File: src/rtl/serial_subtractor.sv
// serial_subtractor
//   Multi-cycle subtractor computing diff = a - b - bin over WIDTH bits,
//   DIGIT bits per clock, by iterating one DIGIT-wide borrow-chain slice.
//   A start/busy/done handshake frames each operation. Signed overflow and
//   zero flags are reported with the result.
//
// Ports
//   i_clk          clock, all state changes on the rising edge
//   i_rst_n        synchronous reset, active-low
//   i_start        request, sampled only in IDLE or DONE
//   i_a, i_b       minuend / subtrahend, captured on an accepted start
//   i_bin          borrow-in to bit 0, captured on an accepted start
//   i_signed_mode  1: o_ovf reports two's-complement overflow
//   o_busy         high while an operation is being computed
//   o_done         one-cycle pulse, results valid
//   o_diff         result, held from done until the next completion
//   o_bout         borrow out of the MSB (unsigned a < b + bin)
//   o_ovf          signed overflow, 0 when signed_mode was 0
//   o_zero         o_diff == 0
module serial_subtractor #(
  parameter int WIDTH = 8,
  parameter int DIGIT = 1
) (
  input  logic             i_clk,
  input  logic             i_rst_n,
  input  logic             i_start,
  input  logic [WIDTH-1:0] i_a,
  input  logic [WIDTH-1:0] i_b,
  input  logic             i_bin,
  input  logic             i_signed_mode,
  output logic             o_busy,
  output logic             o_done,
  output logic [WIDTH-1:0] o_diff,
  output logic             o_bout,
  output logic             o_ovf,
  output logic             o_zero
);

  localparam int STEPS = WIDTH / DIGIT;
  localparam int CW    = (STEPS > 1) ? $clog2(STEPS) : 1;

  // Reject parameter sets where the digit does not tile the word evenly.
  if ((WIDTH % DIGIT) != 0 || WIDTH < 2 || DIGIT < 1) begin : g_badParams
    $error("serial_subtractor: DIGIT must divide WIDTH and WIDTH must be >= 2");
  end

  typedef enum logic [1:0] {
    IDLE,
    RUN,
    DONE
  } state_t;

  state_t           r_state;
  state_t           w_nextState;
  logic             w_accept;
  logic             w_lastStep;
  logic [CW-1:0]    r_count;
  logic [WIDTH-1:0] r_a;
  logic [WIDTH-1:0] r_b;
  logic             r_borrow;
  logic             r_signedMode;
  logic [DIGIT-1:0] w_digitDiff;
  logic             w_borrowOut;
  logic             w_borrowIntoTop;
  logic [WIDTH-1:0] w_result;
  logic [WIDTH-1:0] r_diff;
  logic             r_bout;
  logic             r_ovf;
  logic             r_zero;

  assign w_lastStep = (r_count == CW'(STEPS - 1));

  // Next-state logic. A start is only honoured when no operation is in
  // flight, so IDLE and DONE both accept it; DONE accepting it is what gives
  // back-to-back operation with no idle cycle in between.
  always_comb begin
    w_nextState = r_state;
    w_accept    = 1'b0;
    case (r_state)
      IDLE: begin
        if (i_start) begin
          w_accept    = 1'b1;
          w_nextState = RUN;
        end
      end
      RUN: begin
        if (w_lastStep) begin
          w_nextState = DONE;
        end
      end
      DONE: begin
        if (i_start) begin
          w_accept    = 1'b1;
          w_nextState = RUN;
        end else begin
          w_nextState = IDLE;
        end
      end
      default: w_nextState = IDLE;
    endcase
  end

  // One DIGIT-wide ripple-borrow slice. The operand registers are shifted
  // right each step, so the current digit always sits in the low bits. The
  // borrow entering the slice's top bit is kept because on the final step
  // that is the borrow into the word's MSB, needed for signed overflow.
  always_comb begin
    logic br;
    logic x;
    logic y;
    br              = r_borrow;
    w_borrowIntoTop = r_borrow;
    w_digitDiff     = '0;
    for (int i = 0; i < DIGIT; i++) begin
      if (i == DIGIT - 1) begin
        w_borrowIntoTop = br;
      end
      x              = r_a[i];
      y              = r_b[i];
      w_digitDiff[i] = x ^ y ^ br;
      br             = (~x & y) | (~(x ^ y) & br);
    end
    w_borrowOut = br;
  end

  // Result assembly. Finished digits are shifted down from the top of a
  // partial register, so after the last step the new digit on top plus the
  // partial register below it form the complete word. A single-step build
  // has no partial register at all.
  if (DIGIT == WIDTH) begin : g_single
    assign w_result = w_digitDiff;
  end else begin : g_multi
    logic [WIDTH-DIGIT-1:0] r_partial;

    assign w_result = {w_digitDiff, r_partial};

    always_ff @(posedge i_clk) begin
      if (!i_rst_n) begin
        r_partial <= '0;
      end else if (r_state == RUN) begin
        r_partial <= w_result[WIDTH-1:DIGIT];
      end
    end
  end

  // State register and datapath. Operands are captured on an accepted start
  // and never re-sampled; the visible outputs change only on the edge that
  // completes an operation, so they hold the previous result during RUN.
  always_ff @(posedge i_clk) begin
    if (!i_rst_n) begin
      r_state      <= IDLE;
      r_count      <= '0;
      r_a          <= '0;
      r_b          <= '0;
      r_borrow     <= 1'b0;
      r_signedMode <= 1'b0;
      r_diff       <= '0;
      r_bout       <= 1'b0;
      r_ovf        <= 1'b0;
      r_zero       <= 1'b1;
    end else begin
      r_state <= w_nextState;
      if (w_accept) begin
        r_a          <= i_a;
        r_b          <= i_b;
        r_borrow     <= i_bin;
        r_signedMode <= i_signed_mode;
        r_count      <= '0;
      end else if (r_state == RUN) begin
        r_a      <= r_a >> DIGIT;
        r_b      <= r_b >> DIGIT;
        r_borrow <= w_borrowOut;
        r_count  <= r_count + CW'(1);
        if (w_lastStep) begin
          r_diff <= w_result;
          r_bout <= w_borrowOut;
          r_ovf  <= r_signedMode & (w_borrowIntoTop ^ w_borrowOut);
          r_zero <= (w_result == '0);
        end
      end
    end
  end

  assign o_busy = (r_state == RUN);
  assign o_done = (r_state == DONE);
  assign o_diff = r_diff;
  assign o_bout = r_bout;
  assign o_ovf  = r_ovf;
  assign o_zero = r_zero;

endmodule

File: config.mk
export PLATFORM = sky130hd
export DESIGN_NAME = serial_subtractor
export DESIGN_NICKNAME = d
export VERILOG_FILES = /design/src/rtl/serial_subtractor.sv
export SDC_FILE = /design/constraint.sdc
export NUM_CORES = 1
export LEC_CHECK = 0
export ABC_AREA = 1
export BUFFER_PORTS_ARGS = -buffer_cell sky130_fd_sc_hd__buf_2
export CORE_ASPECT_RATIO = 0.75
export CORE_MARGIN = 2
export CORE_UTILIZATION = 50
export DETAILED_ROUTE_END_ITERATION = 10
export PLACE_DENSITY = 0.73
export REMOVE_ABC_BUFFERS = 1
export SLEW_MARGIN = 30
export SYNTH_ARGS = -nofsm -noshare
export SYNTH_HDL_FRONTEND = slang
export SYNTH_SLANG_ARGS = --single-unit
File: constraint.sdc
create_clock -name i_clk -period 3.03 [get_ports i_clk]
set_clock_uncertainty 0.1 [all_clocks]
set_input_delay 0.4545 -clock i_clk [delete_from_list [all_inputs] [get_ports i_clk]]
set_output_delay 0.4545 -clock i_clk [all_outputs]
set_load 0.005 [all_outputs]
Word level (Yosys, flattened, before mapping)
Index checks and enable logic that the tools add are counted.
- flip-flop bits (word level): 41
- word-level logic and storage cells: 47
- bits of input ports: 21
- output and inout bits: 13
- $add $sub $neg: 1
- bitwise logic cells: 11
- reductions and logical operators: 7
- equality and inequality tests: 5
- multiplexer cells: 12
- operators with widths (cell ; number):
    2-to-1 mux 8 bit ; 4
    zero test 8 bit ; 1
    case mux 2 bit (3 select lines) ; 1
    2-to-1 mux 1 bit ; 5
    2-to-1 mux 2 bit ; 2
    inverter 1 bit ; 4
    OR reduction 2 bit ; 2
    adder 3 x 1 -> 3 bit, second input constant ; 1
    bitwise AND 1 bit ; 3
    equality test 3 bit, second input constant ; 1
    AND reduction 3 bit ; 1
    XOR 1 bit ; 3
    equality test 2 x 1 -> 1 bit, second input constant ; 1
    equality test 2 bit, second input constant ; 1
    zero test 2 bit ; 1
    != test 2 x 1 -> 1 bit, second input constant ; 1
    != test 2 bit, second input constant ; 1
    AND reduction 2 bit ; 1
    nonzero test 2 bit ; 1
    bitwise OR 1 bit ; 1

Longest topological paths before layout
Gate-level depths: netlist of the first run.
- word-level depth: 6
- depth in mapped cells: 8
- depth with buffers taken out: 8

Worst setup path after synthesis of the first run
OpenSTA, ideal clock, no wires.
- path type: flip-flop to flip-flop
- start point: register r_borrow
- end point: register r_zero, in the netlist o_zero
- path buffers: 0
- cell stages (with the launch flop): 8
- slack: 1.723 ns
- data arrival time: 1.149 ns
- clock period less this slack: 1.307 ns
- required time: 2.872 ns
- path through: dfxtp_1 -> inv_1 -> fa_1 -> nor2_1 -> nand3_1 -> nor2_1 -> nand2_1 -> nand2_1
- longest elaborated chain between the ends: 2
- RTL lines (element ; line ; source):
    start, declared ; 60 ; logic r_borrow;
    start signal, assigned ; 166 ; r_borrow <= i_bin;
    start signal, assigned ; 172 ; r_borrow <= w_borrowOut;
    XOR 1 bit ; 120 ; w_digitDiff[i] = x ^ y ^ br;
    named net w_digitDiff ; 62 ; logic [DIGIT-1:0] w_digitDiff;
    zero test 8 bit ; 178 ; r_zero <= (w_result == '0);
    end signal, assigned ; 178 ;
    end, declared ; 69 ; logic r_zero;
The timed path passes the listed nets, and every way through them passes these cells.
A chain may end at the register's enable or synchronous reset.

Worst setup path after layout of the first run
- start point: register r_state[0]
- end point: output port o_busy
- longest elaborated chain between the ends: 1
- RTL lines (element ; line ; source):
    start, declared ; 53 ; state_t r_state;
    start signal, assigned ; 162 ; r_state <= w_nextState;
    equality test 2 x 1 -> 1 bit ; 184 ; assign o_busy = (r_state == RUN);
    end, declared ; 31 ; output logic o_busy,
No other way between the ends.

==> flow_metrics.py, run 1 <==
metrics = {
    "floorplan": {
        "die_w_um": 74.4,
        "die_area_mm2": 0.00422,
        "num_rows": 19,
        "initial_utilization_pct": 51.4,
        "ioPinCount": 34,
        "dieHeight_um": 56.8,
        "coreArea_mm2": 0.00361,
    },
    "pwr": {
        "p_sw_share_pct": 28.1,
        "p_comb_share_pct": 14.6,
        "p_sw_mw": 0.308,
        "p_leak_nw": 1.04,
        "p_int_mw": 0.788,
        "p_per_area_mw_per_mm2": 524,
        "p_seq_share_pct": 53.9,
        "irDropWorstVdd_mv": 0.358,
        "power_frac_clock_pct": 31.5,
    },
    "cts": {
        "clk_path_buf_depth": 2,
        "clock_sinks": 41,
        "htreeDepth": 2,
        "cts_tree": "done",
        "cts_made_buffers": 5,
        "clk_pin_slew_ns": 0.08,
        "root_buffer": "clkbuf_8",
        "postCtsSetupRepairBufs": 0,
        "post_cts_resized": 0,
        "clk_latency_ns": 0.29,
        "ctsHoldBuffers": 0,
    },
    "placed_design": {
        "numPortBuffers": 33,
        "gp_congestion": 0.793,
        "dp_hpwl_mm": 2.55,
    },
    "setup_path": {
        "cp.required_ns": 2.48,
        "path_class": "register to primary output",
        "cp_max_fo": 28,
        "crit_arrival_ns": 1.45,
        "worst_setup_path_start_kind": "register",
        "end_kind": "primary output",
    },
    "timing": {
        "max_freq_ghz": 0.500,
        "setup_viol": 0,
        "slew_headroom_pct": 67.0,
        "period_needed_ns": 2.00,
        "hold_viol": 0,
        "tightest_slew_ns": 0.495,
        "whs_ns": 0.279,
        "setup_tns_ns": 0,
        "period_share_pct": 66.1,
        "drv_slew": 0,
        "rsz0062_at_grt": "no",
    },
    "synthesis": {
        "synthDistinctLibCells": 23,
        "synth-simple-area-share_pct": 27.5,
        "avgSynthCellArea_um2": 7.40,
        "synth_xor_area_share_pct": 0.471,
        "seq_area_frac_synth_pct": 44.2,
        "synth_top_area_share_pct": 44.2,
        "synth_top_cells_by_area": "dfxtp_1, nand2_1, inv_1, o21ai_0, nor2_1",
        "synth_cells": 251,
        "ys_warn_count": 0,
        "synth-seq-cells": 41,
        "synth.area.mux_share_pct": 0,
        "synth_area_mm2": 0.00186,
        "synth_top_family_by_area": "simple AND/OR/NAND/NOR gates",
        "synth-compound-area-share_pct": 12.3,
        "yosys.area.top_type": "dfxtp_1",
        "yosys.area_share.adder_pct": 2.42,
    },
    "routing": {
        "wl_mm": 3.63,
        "wl_per_cell_um": 10.9,
        "drc": 0,
        "drt_iter0_markers": 101,
        "antenna_left": 0,
        "viasPerCell": 4.72,
        "vias": 1578,
        "drt-pass1-iter-count": 4,
    },
    "finish": {
        "layout.nets": 305,
        "final_cell_mix": "nand2_1, dfxtp_1, inv_1",
        "diodes": 0,
        "layout_commonest_cell": "nand2_1",
        "drive_gt1_share_pct": 19.5,
        "area_growth_pct": 12.6,
        "fin_util_pct": 57.9,
    },
    "global_route": {
        "antenna_found_initial": 0,
        "grt_pass1_vias": 1370,
        "track_usage_pct": 18.6,
        "grt.overflow.total": 0,
        "grt_max_degree": 31,
        "grt_pass1_wl_mm": 6.04,
    },
    "job": {
        "cap_violations": 0,
    },
    "status": {
        "status": "completed",
    },
    "worst_hold_path": {
        "hp-class": "input pin to register",
    },
}
## through the flow
stage / instance area (um2) / total power, mW / cells / setup slack, ns
5_1_grt: 2090 / 1.15 / 334 / 0.966
2_1_floorplan: 1780 / 0.712 / 241 / 1.61
4_1_cts: 2090 / 1.10 / 334 / 1.03
6_report: 2090 / 1.10 / 334 / 1.03
3_5_place_dp: 2010 / 0.762 / 326 / 1.30
3_3_place_gp: 2010 / 0.759 / 326 / 1.33
## state kept, by name, indices dropped and copies added (netlist names)
register	count
g_multi.r_partial	7
o_bout	1
o_diff	8
o_ovf	1
o_zero	1
r_a	8
r_b	8
r_borrow	1
r_count	3
r_signedMode	1
r_state	2
## cells in the mapped netlist
library cell  count
o21ai_0          24
nor2_1           32
ha_1              2
fa_1              1
buf_4             1
dfxtp_1          41
clkinv_1          1
inv_2             3
nor2_4            1
xor2_1            1
inv_6             2
or2_2             1
nand2_1          49
a21oi_2           1
nand2_4           3
nand3_1          22
buf_2             3
inv_1            34
nand2_2           1
buf_6             5
a21oi_1          20
nand2_8           2
clkbuf_1          1
## critical path, stage by stage (launching register included)
cell	delay, ns
dfxtp_1	0.62
nand2_8	0.22
inv_6	0.17
buf_2	0.13
## final cells by class
class                      instances  area [um2]
clock inverter                     3        17.5
timing repair buffer              33         165
fill                             373        1520
multi-input combinational        160         795
inverter                          40         160
tap                               52        65.1
sequential                        41         821
clock buffer                       5        68.8
## final timing paths
path | start | endpoint | slack [ns] | cells past startpoint
setup / recovery | r_state[0] | o_busy | 1.03 | 3
hold / removal | i_b[7] | r_b[7] | 0.28 | 3
setup reg to reg | r_state[0] | o_zero | 1.48 | 5
hold reg to reg | r_count[1] | r_count[1] | 0.38 | 2
## power by group through the flow
stage	clock, mW	combinational (mW)	sequential [mW]
final	0.346	0.160	0.591
after floorplan	0	0.113	0.599
after global routing	0.374	0.183	0.595
after detailed placement	0	0.158	0.604
after global placement	0	0.156	0.603
after CTS	0.351	0.161	0.591
## per-layer routing
metal / part of all wire [%] / track usage (%)
met5: 0 / 0
met4: 1.5 / 6.89
met3: 4.9 / 4.85
met2: 42 / 27.6
met1: 52 / 25.8
## cell families (layout without fill, tap and decap cells)
group           Yosys count  count (layout)
xor+xnor                  1               1
compound gates           45              45
simple gates            111             111
buf+inv                  50              81
fa+ha+maj                 3               3
flops                    41              41
Note: power is estimated with default switching activity, not from simulation.
==> inputs of run 2 (changes only) <==
clock period = 2 ns   (was 3.03 ns; I/O delays follow)
==> run 2 against run 1 <==
Sequential power up 52%; via count is 1.2% lower; register-to-register slack worse by 0.98 ns; first-iteration DRC count is 37% lower; cell count increased by 0.30%.
==> flow_metrics.py, run 2 (synthesized netlist as in run 1, its figures left out) <==
metrics = {
    "setup_path": {
        "cp_top_family": "flip-flops",
        "critPathBufInv": 2,
        "crit_path_top_delay_cell": "dfxtp_1",
        "cp.required_ns": 1.60,
        "crit_arrival_ns": 1.41,
        "path_class": "register to primary output",
        "end_kind": "primary output",
        "max_stage_delay_ns": 0.60,
        "cp_max_fo": 28,
        "worst_setup_path_start_kind": "register",
        "cp_cell_sequence": "nand2_8 -> inv_6 -> buf_2",
        "reg2reg_slack_ns": 0.50,
    },
    "finish": {
        "diodes": 0,
        "layout.nets": 306,
        "stdcell_area_mm2": 0.00210,
        "layout_commonest_cell": "nand2_1",
        "drive_gt1_share_pct": 19.8,
        "n_fill_cell": 369,
        "area_growth_pct": 13.0,
        "fin_util_pct": 58.1,
        "final_cell_mix": "nand2_1, dfxtp_1, inv_1",
    },
    "routing": {
        "drt_iter0_markers": 64,
        "antenna_left": 0,
        "wl_per_cell_um": 10.4,
        "vias": 1559,
        "wl_mm": 3.47,
        "drt-pass1-iter-count": 4,
        "drc": 0,
        "viasPerCell": 4.65,
    },
    "status": {
        "status": "completed",
    },
    "timing": {
        "fin_ws_ns": 0.189,
        "slew_headroom_pct": 70.3,
        "tightest_slew_ns": 0.445,
        "drv_slew": 0,
        "rsz0062_at_grt": "no",
        "period_share_pct": 90.6,
        "hold_viol": 0,
        "period_needed_ns": 1.81,
        "setup_tns_ns": 0,
        "setup_viol": 0,
        "max_freq_ghz": 0.552,
    },
    "placed_design": {
        "gp_congestion": 0.850,
        "post_dp_cell_area_mm2": 0.00201,
        "place_ws_ns": 0.503,
        "numPortBuffers": 33,
        "dp_hpwl_mm": 2.45,
    },
    "cts": {
        "ctsHoldBuffers": 0,
        "clock_sinks": 41,
        "htreeDepth": 2,
        "post_cts_resized": 0,
        "cts_made_buffers": 5,
        "clk_latency_ns": 0.29,
        "clk_path_buf_depth": 2,
        "clk_pin_slew_ns": 0.08,
        "root_buffer": "clkbuf_8",
        "postCtsSetupRepairBufs": 0,
        "cts_tree": "done",
    },
    "pwr": {
        "p_seq_share_pct": 54.0,
        "p_leak_nw": 1.04,
        "power_frac_clock_pct": 31.6,
        "irDropWorstVdd_mv": 0.380,
        "p_per_area_mw_per_mm2": 790,
        "p_sw_share_pct": 27.9,
        "power_mw": 1.66,
        "p_int_mw": 1.20,
        "p_comb_share_pct": 14.3,
        "p_sw_mw": 0.464,
    },
    "global_route": {
        "grt_pass1_wl_mm": 6.03,
        "track_usage_pct": 18.6,
        "grt_max_degree": 29,
        "grt.overflow.total": 0,
        "antenna_found_initial": 0,
        "grt_pass1_vias": 1375,
    },
    "floorplan": {
        "initial_utilization_pct": 51.4,
        "dieHeight_um": 56.8,
        "num_rows": 19,
        "die_w_um": 74.4,
        "die_area_mm2": 0.00422,
        "coreArea_mm2": 0.00361,
        "ioPinCount": 34,
    },
    "worst_hold_path": {
        "hp-class": "input pin to register",
    },
    "job": {
        "cap_violations": 0,
    },
}
## run 2: changes by cell type in the layout (fill, tap and decap cells not counted)
| cell | delta |
|---|---|
| buf_4 | +1 |
## run 2: cell type report
cell class | count | area (um2) | share of cell area [%]
sequential | 41 | 821 | 39.1
multi-input combinational | 160 | 795 | 37.8
timing repair buffer | 34 | 173 | 8.22
inverter | 40 | 160 | 7.63
clock buffer | 5 | 68.8 | 3.28
tap | 52 | 65.1 | 3.10
clock inverter | 3 | 17.5 | 0.834
## run 2: final timing paths
kind	start	endpoint	depth (start not counted)
hold / removal	i_b[7]	r_b[7]	3
setup / recovery	r_state[0]	o_busy	3
hold reg to reg	o_diff[0]	o_diff[0]	2
setup reg to reg	r_state[0]	o_zero	6
## run 2: power groups by stage
stage | clock, mW | sequential [mW] | combinational [mW]
final | 0.525 | 0.896 | 0.238
after detailed placement | 0 | 0.914 | 0.238
after floorplan | 0 | 0.907 | 0.172
after global placement | 0 | 0.914 | 0.235
after CTS | 0.539 | 0.896 | 0.240
after global routing | 0.582 | 0.903 | 0.278
## run 2: routing by layer
layer	vias to the layer above	global-route usage [%]	part of all wire, %
met4	0	7.65	0.98
met5	-	0	0
met2	37	25.3	41
li1	839	-	-
met3	4	5.39	4.2
met1	679	27.1	54
## run 2: through the flow
| stage | hold WS, ns | instances |
|---|---|---|
| finish | 0.134 | 335 |
| CTS | 0.132 | 335 |
| global placement | 0.356 | 327 |
| detailed placement | 0.366 | 327 |
| floorplan | 0.329 | 241 |
| global route | 0.135 | 335 |
## run 2: worst register-to-register path, stage by stage, from the launching register on
cell and delay [ns]:
dfxtp_1 0.60, nand2_8 0.22, inv_6 0.17, nand2_4 0.12, nor2_1 0.11, nand2_1 0.07, nand2_1 0.06
